<file path="src/rtl/fetch_queue_pkg.sv">
// Shared fetch packet layout and queue sizing, used by fetch, decode and the pipeline registers.
package fetch_queue_pkg;

  localparam int unsigned INSTR_LSB = 0;
  localparam int unsigned PC_LSB    = 32;
  localparam int unsigned PCP4_LSB  = 64;
  localparam int unsigned PKT_W     = 96;
  localparam int unsigned FQ_DEPTH  = 4;

  typedef struct packed {
    logic [31:0] pcp4;
    logic [31:0] pc;
    logic [31:0] instr;
  } fetch_pkt_t;

  // Assemble a packet from its fields using the shared offsets.
  function automatic logic [PKT_W-1:0] make_pkt(input logic [31:0] pcp4,
                                                input logic [31:0] pc,
                                                input logic [31:0] instr);
    logic [PKT_W-1:0] p;
    p = '0;
    p[PCP4_LSB +: 32]  = pcp4;
    p[PC_LSB +: 32]    = pc;
    p[INSTR_LSB +: 32] = instr;
    return p;
  endfunction

endpackage

</file>
<file path="src/rtl/fq_storage.sv">
// Fetch queue entry array: one synchronous write port, one asynchronous read port, no reset.
module fq_storage
  import fetch_queue_pkg::*;
#(
  parameter int unsigned WIDTH = PKT_W,
  parameter int unsigned DEPTH = FQ_DEPTH,
  parameter int unsigned AW    = $clog2(DEPTH)
) (
  input  logic             clk,
  input  logic             we,
  input  logic [AW-1:0]    waddr,
  input  logic [WIDTH-1:0] wdata,
  input  logic [AW-1:0]    raddr,
  output logic [WIDTH-1:0] rdata
);

  logic [WIDTH-1:0] mem [DEPTH];

  always_ff @(posedge clk) begin
    if (we) mem[waddr] <= wdata;
  end

  assign rdata = mem[raddr];

endmodule

</file>
<file path="src/rtl/fetch_queue.sv">
// Show-ahead FIFO decoupling fetch from the IF/ID register; occupancy tracked by count, flush empties it.
module fetch_queue
  import fetch_queue_pkg::*;
#(
  parameter  int unsigned WIDTH = PKT_W,
  parameter  int unsigned DEPTH = FQ_DEPTH,
  localparam int unsigned AW    = $clog2(DEPTH)
) (
  input  logic             clk,
  input  logic             reset,
  input  logic             flush,
  input  logic             push,
  input  logic [WIDTH-1:0] din,
  output logic             full,
  output logic             almost_full,
  input  logic             hold,
  output logic [WIDTH-1:0] dout,
  output logic             dout_valid,
  output logic [AW:0]      count,
  output logic             overflow
);

  localparam logic [AW:0] DEPTH_C = (AW+1)'(DEPTH);
  localparam logic [AW:0] AFULL_C = (AW+1)'(DEPTH - 1);

  logic [AW-1:0]    rd_ptr;
  logic [AW-1:0]    wr_ptr;
  logic [WIDTH-1:0] rdata;
  logic             pop;
  logic             accept;

  assign dout_valid  = (count != '0);
  assign full        = (count == DEPTH_C);
  assign almost_full = (count >= AFULL_C);
  assign dout        = dout_valid ? rdata : '0;

  // A full queue still accepts when the head leaves in the same cycle.
  assign pop    = !hold && dout_valid && !flush;
  assign accept = push && !flush && (!full || pop);

  fq_storage #(
    .WIDTH (WIDTH),
    .DEPTH (DEPTH),
    .AW    (AW)
  ) u_storage (
    .clk   (clk),
    .we    (accept),
    .waddr (wr_ptr),
    .wdata (din),
    .raddr (rd_ptr),
    .rdata (rdata)
  );

  always_ff @(posedge clk or posedge reset) begin
    if (reset) begin
      rd_ptr   <= '0;
      wr_ptr   <= '0;
      count    <= '0;
      overflow <= 1'b0;
    end else if (flush) begin
      rd_ptr <= '0;
      wr_ptr <= '0;
      count  <= '0;
    end else begin
      if (accept) wr_ptr <= wr_ptr + AW'(1);
      if (pop)    rd_ptr <= rd_ptr + AW'(1);
      unique case ({accept, pop})
        2'b10:   count <= count + (AW+1)'(1);
        2'b01:   count <= count - (AW+1)'(1);
        default: ;
      endcase
      // Dropped push into a full, non-draining queue is remembered until reset.
      if (push && full && !pop) overflow <= 1'b1;
    end
  end

endmodule

</file>
<file path="config.mk">
export PLATFORM = sky130hd
export DESIGN_NAME = fetch_queue
export DESIGN_NICKNAME = d
export VERILOG_FILES = /design/src/rtl/fetch_queue_pkg.sv /design/src/rtl/fq_storage.sv /design/src/rtl/fetch_queue.sv
export SDC_FILE = /design/constraint.sdc
export NUM_CORES = 1
export LEC_CHECK = 0
export ABC_AREA = 1
export CAP_MARGIN = 20
export CORE_MARGIN = 2
export CORE_UTILIZATION = 50
export DETAILED_ROUTE_END_ITERATION = 10
export PLACE_DENSITY_LB_ADDON = 0.15
export SYNTH_ARGS = -nofsm -noshare
export SYNTH_HDL_FRONTEND = slang
export SYNTH_HIERARCHICAL = 1
export SYNTH_SLANG_ARGS = --single-unit
</file>
<file path="constraint.sdc">
create_clock -name clk -period 14.4 [get_ports clk]
set_input_delay 2.88 -clock clk [delete_from_list [all_inputs] [get_ports clk]]
set_output_delay 2.88 -clock clk [all_outputs]
set_load 0.05 [all_outputs]
</file>
Word level (Yosys, flattened, before mapping)

Memories as Yosys holds them, arrays and structs flattened.
Cells that the tools add are included.
W data, S select, Z words.

Add/subtract/negate cells: 4
$lt $le $gt $ge: 1
Eq/ne operators: 3
Muxes and demuxes: 9
Bitwise logic cells: 1
Reductions and logical operators: 16

Operators by type and width:

| operator              | count |
|---|---|
| $mux W96              | 1 |
| $mux W2               | 4 |
| $logic_and A1 B1 Y1   | 6 |
| $pmux W3 S2           | 1 |
| $reduce_bool A3 Y1    | 2 |
| $add A2 B1 Y2 const B | 2 |
| $logic_not A1 Y1      | 4 |
| $reduce_bool A2 Y1    | 2 |
| $add A3 B1 Y3 const B | 1 |
| $eq A3 B3 Y1 const B  | 1 |
| $ge A3 B2 Y1 const B  | 1 |
| $mux W3               | 1 |
| $sub A3 B1 Y3 const B | 1 |
| $eq A2 B1 Y1 const B  | 1 |
| $eq A2 B2 Y1 const B  | 1 |
| $mux W1               | 2 |
| $reduce_and A2 Y1     | 1 |
| $logic_or A1 B1 Y1    | 1 |
| $not A1 Y1            | 1 |

Register bits: 8
RAM bits: 384
Input bits: 101
Output and inout port bits: 103
Logic and storage cells: 39
Memories kept: 1

Memory list:

| memory        | depth | bits a word | rd ports | clocked after Yosys merged registers in | write ports | line             | RTL |
|---|---|---|---|---|---|---|---|
| u_storage.mem | 4     | 96          | 1        | 0                                       | 1           | fq_storage.sv:17 | `logic [WIDTH-1:0] mem [DEPTH];` |

Longest topological paths before layout

Depth after elaboration: 8
Gate-level depth with buffers: 11
Depth with buffers taken out: 11

By module

Netlist, hierarchy kept.

By module, submodules not included:

| module      | times used | cells each | area an instance (um^2) | sequential area each (um^2) |
|---|---|---|---|---|
| fq_storage  | 1          | 1512       | 16077.9                 | 11531.1 |
| fetch_queue | 1          | 262        | 1282.5                  | 200.2 |

Worst setup path before layout

OpenSTA, ideal clock, no wires.

Kind: in2reg
Start point: input port flush
End point: memory u_storage/mem[1][0] (netlist bit) (enable)
Setup time: 0.669 ns
Data arrival time: 9.831 ns
Data required time: 13.731 ns
Path slack: 3.900 ns
Cell stages on the path: 7
Buffers on the path: 0
Path through: inv_1 > nand3_2 > nand2_1 > nand2_1 > inv_2 > inv_1 > nor3_1

Cells in the longest elaborated chain, start to end: 6
Elaborated cells on any way between the ends: 7
Those cells by class: mux (2); reduce/logical (5)

RTL lines:

| item                              | line                                 | RTL |
|---|---|---|
| start: declaration                | fetch_queue.sv:11                    | `input logic flush,` |
| $logic_not A1 Y1 (*)              | fetch_queue.sv:38, fetch_queue.sv:39 |  |
| $logic_and A1 B1 Y1               | fetch_queue.sv:38                    | `assign pop = !hold && dout_valid && !flush;` |
| $logic_or A1 B1 Y1                | fetch_queue.sv:39                    | `assign accept = push && !flush && (!full \|\| pop);` |
| $logic_and A1 B1 Y1 (*)           | fetch_queue.sv:39                    |  |
| via accept                        | fetch_queue.sv:30                    | `logic accept;` |
| $mux W1 (*)                       | fq_storage.sv:20                     | `if (we) mem[waddr] <= wdata;` |
| $mux W1 (not written as such) (*) | fq_storage.sv:20                     |  |
| end: declaration                  | fq_storage.sv:17                     |  |

Mark *: on every way through the listed nets, which the timed path passes. The rest lies on a longest branch.

Worst setup path after layout

Start point: register rd_ptr[1]
End point: output port dout[44]

Cells in the longest elaborated chain, start to end: 2

RTL lines:

| item                     | line              | RTL |
|---|---|---|
| start: declaration       | fetch_queue.sv:26 | `logic [AW-1:0] rd_ptr;` |
| start signal: assignment | fetch_queue.sv:66 | `if (pop) rd_ptr <= rd_ptr + AW'(1);` |
| $mem_v2 Z4 W96           | n/a               |  |
| via rdata[44]            | fetch_queue.sv:28 | `logic [WIDTH-1:0] rdata;` |
| $mux W96                 | fetch_queue.sv:35 | `assign dout = dout_valid ? rdata : '0;` |
| end: declaration         | fetch_queue.sv:17 | `output logic [WIDTH-1:0] dout,` |

The timed path passes the listed nets, and every way through them passes these cells.

==> results.md <==
- Layout area overhead: 21.0%
- Final ANT Viol Nets: 0
- Status: complete, no violations
- Port Buffer Count: 203
- Buf+Inv Stages, Crit Path: 4
- Root Driver: clkbuf_16
- Clock Tree Buf Depth: 3
- Residual DRC count: 0
- Critical path launch point type: register
- Mapped Area: 17400 um2
- Htree depth: 2
- Routability Congestion: 0.748
- CTS tree: yes
- Clk sinks: 392
- Largest net degree at the start of global routing: 94
- Die Span Y: 190 um
- WL per Instance: 14.9 um
- Register area share after synthesis: 0.676
- Starting Density: 0.505
- Cts hold-fix bufs: 0
- Drt first pass iters: 7
- Post-route insts no fill: 2447
- Most common cell after layout, fill and taps aside: nand2_1
- Postcts setup bufs: 0
- Yosys top cell by area: edfxtp_1
- Least-Margin Pin Slew: 1060 ps
- # IOs: 204
- Maximum clock rate: 0.148 GHz
- Nets@finish: 2062
- Unrepaired setup endpoints after global routing: false
- Sum Neg Setup Slack: 0 ps
- Crit-path cells: inv_4, buf_4, nand3_1, nand2_1, inv_1, nor2_1, clkdlybuf4s50_1
- Number of max-cap violations: 0
- Post-Route WL: 36500 um
- Most frequent cells in the layout: 493 x nand2_1, 491 x inv_1, 384 x edfxtp_1
- Maximum VDD drop: 0.157 mV
- Clk slew on worst S/H paths: 60 ps
- # rows: 68
- Share of layout cells above drive strength 1: 0.0442
- Crit Path Category: register to output port
- Max stage delay on crit path: 880 ps
- Synth warn: 6
- DP HPWL: 20900 um
- Seq cells post-synth: 392
- WP data arrival: 3880 ps
- Die ar.: 36200 um2
- Total gr overflow: 0
- Min Tclk post-route: 6760 ps
- First-pass GRT wire length: 58600 um
- Slew HR: 0.292
- Post_cts resized: 0
- Largest cells by area after synthesis: edfxtp_1 66%, nand2_1 11%, inv_1 11%
- Synth cell types: 24
- Placed cells: 2373
- Max FO, Critical Path: 63
- Area share of the largest cell type after synthesis: 0.664
- Critical Path Sink Type: output port
- Period utilisation layout: 0.470
- Delay-heaviest family, CP: buffers and inverters
- Post-Syn Area per Cell: 9.79 um2
- P_leak: 9.61 nW
- PwrDens: 169 nW/um2
- Syn Inst Count: 1774
- WP data required: 11520 ps
- Vias: 11500
- Core Area: 34400 um2
- Die width: 190 um
- Initial DRC count: 699
- Gr usage total: 0.206
- Tightest Hold Check Type: register to register
- CTS Buf Count: 40
- Hold WS: 486 ps
- Slew Viols, Final: 0
- Worst skew pair latency: 520 ps
- Setup violations, final: 0
- Average vias per placed instance: 4.69
- Initial antenna violation count: 5
- CP max stage cell: clkdlybuf4s50_1
- Clock skew: 9.47 ps
- Final Hold Vio Count: 0
- Syn nets: 1876
- Vias in the first global route: 11400
==> final cells by class <==
class	instances	area, um2
fillers	2817	13400
flip-flops and latches	392	11700
multi-input cells	812	3400
repair buffers	218	2160
inverters	496	1870
clock buffers	51	1080
well taps	455	569
clock inverters	20	171
diodes	3	7.51
==> layer usage <==
metal | vias up | global-route usage | wire length (um)
li1 | 5783 | - | -
met1 | 5322 | 0.270 | 15900
met2 | 307 | 0.349 | 17700
met3 | 59 | 0.0386 | 2130
met4 | 4 | 0.0659 | 787
met5 | - | 0 | 33
==> cell usage after synthesis, drive strengths merged <==
| cell | n |
|---|---|
| nand2 | 494 |
| nor3 | 4 |
| buf | 63 |
| clkbuf | 11 |
| xnor2 | 1 |
| dfrtp | 8 |
| o21ai | 4 |
| nor2 | 102 |
| fa | 1 |
| xor2 | 1 |
| a21oi | 2 |
| a31o | 1 |
| nand3 | 199 |
| nand4 | 3 |
| inv | 496 |
| edfxtp | 384 |
==> logic make-up after synthesis <==
logic type / share of synthesized area
fa+ha+maj: 0.00115
compound gates: 0.00223
simple gates: 0.190
buf+inv: 0.130
xor+xnor: 0.00101
flops: 0.676
==> final timing paths <==
| check | startpoint | to | slack [ps] | depth (start not counted) |
|---|---|---|---|---|
| setup / recovery | rd_ptr[1] | dout[44] | 7640 | 7 |
| hold / removal | overflow | overflow | 490 | 1 |
| setup reg to reg | count[0] | u_storage/mem[2][61] | 11380 | 10 |
| hold reg to reg | overflow | overflow | 490 | 1 |
| max in group asynchronous | reset | rd_ptr[0] | 11470 | 2 |
| min in group asynchronous | reset | wr_ptr[0] | 2640 | 2 |
==> flip-flops by register name, indices dropped and copies added, names as in the netlist <==
register,cells
wr_ptr,2
count,3
rd_ptr,2
overflow,1
u_storage/mem,384
==> where the power goes <==
group / switching, mW / internal (mW) / leakage (nW)
Sequential: 0.0282 / 1.31 / 3.59
Combinational: 0.861 / 0.356 / 5.40
Clock: 0.405 / 0.585 / 0.621
Total: 1.29 / 2.25 / 9.61
==> worst register-to-register path: stages, from the launching register on <==
cell and delay, ps:
dfrtp_1 460, nor2_2 100, nand2_4 100, nand3_2 80, nand2_1 80, nand2_1 120
inv_2 90, inv_1 100, nor3_2 110, buf_4 580, buf_4 780
==> stage by stage <==
stage	total power, mW	setup WS [ps]	cell area [um2]	util
6_report	3.54	7640	21000	0.611
4_1_cts	3.58	7580	21000	0.611
3_5_place_dp	2.59	8170	19700	0.574
5_1_grt	3.71	7430	21000	0.611
3_3_place_gp	2.57	8080	19700	0.573
2_1_floorplan	2.21	3900	17400	-
(Power assumes the default switching activity.)
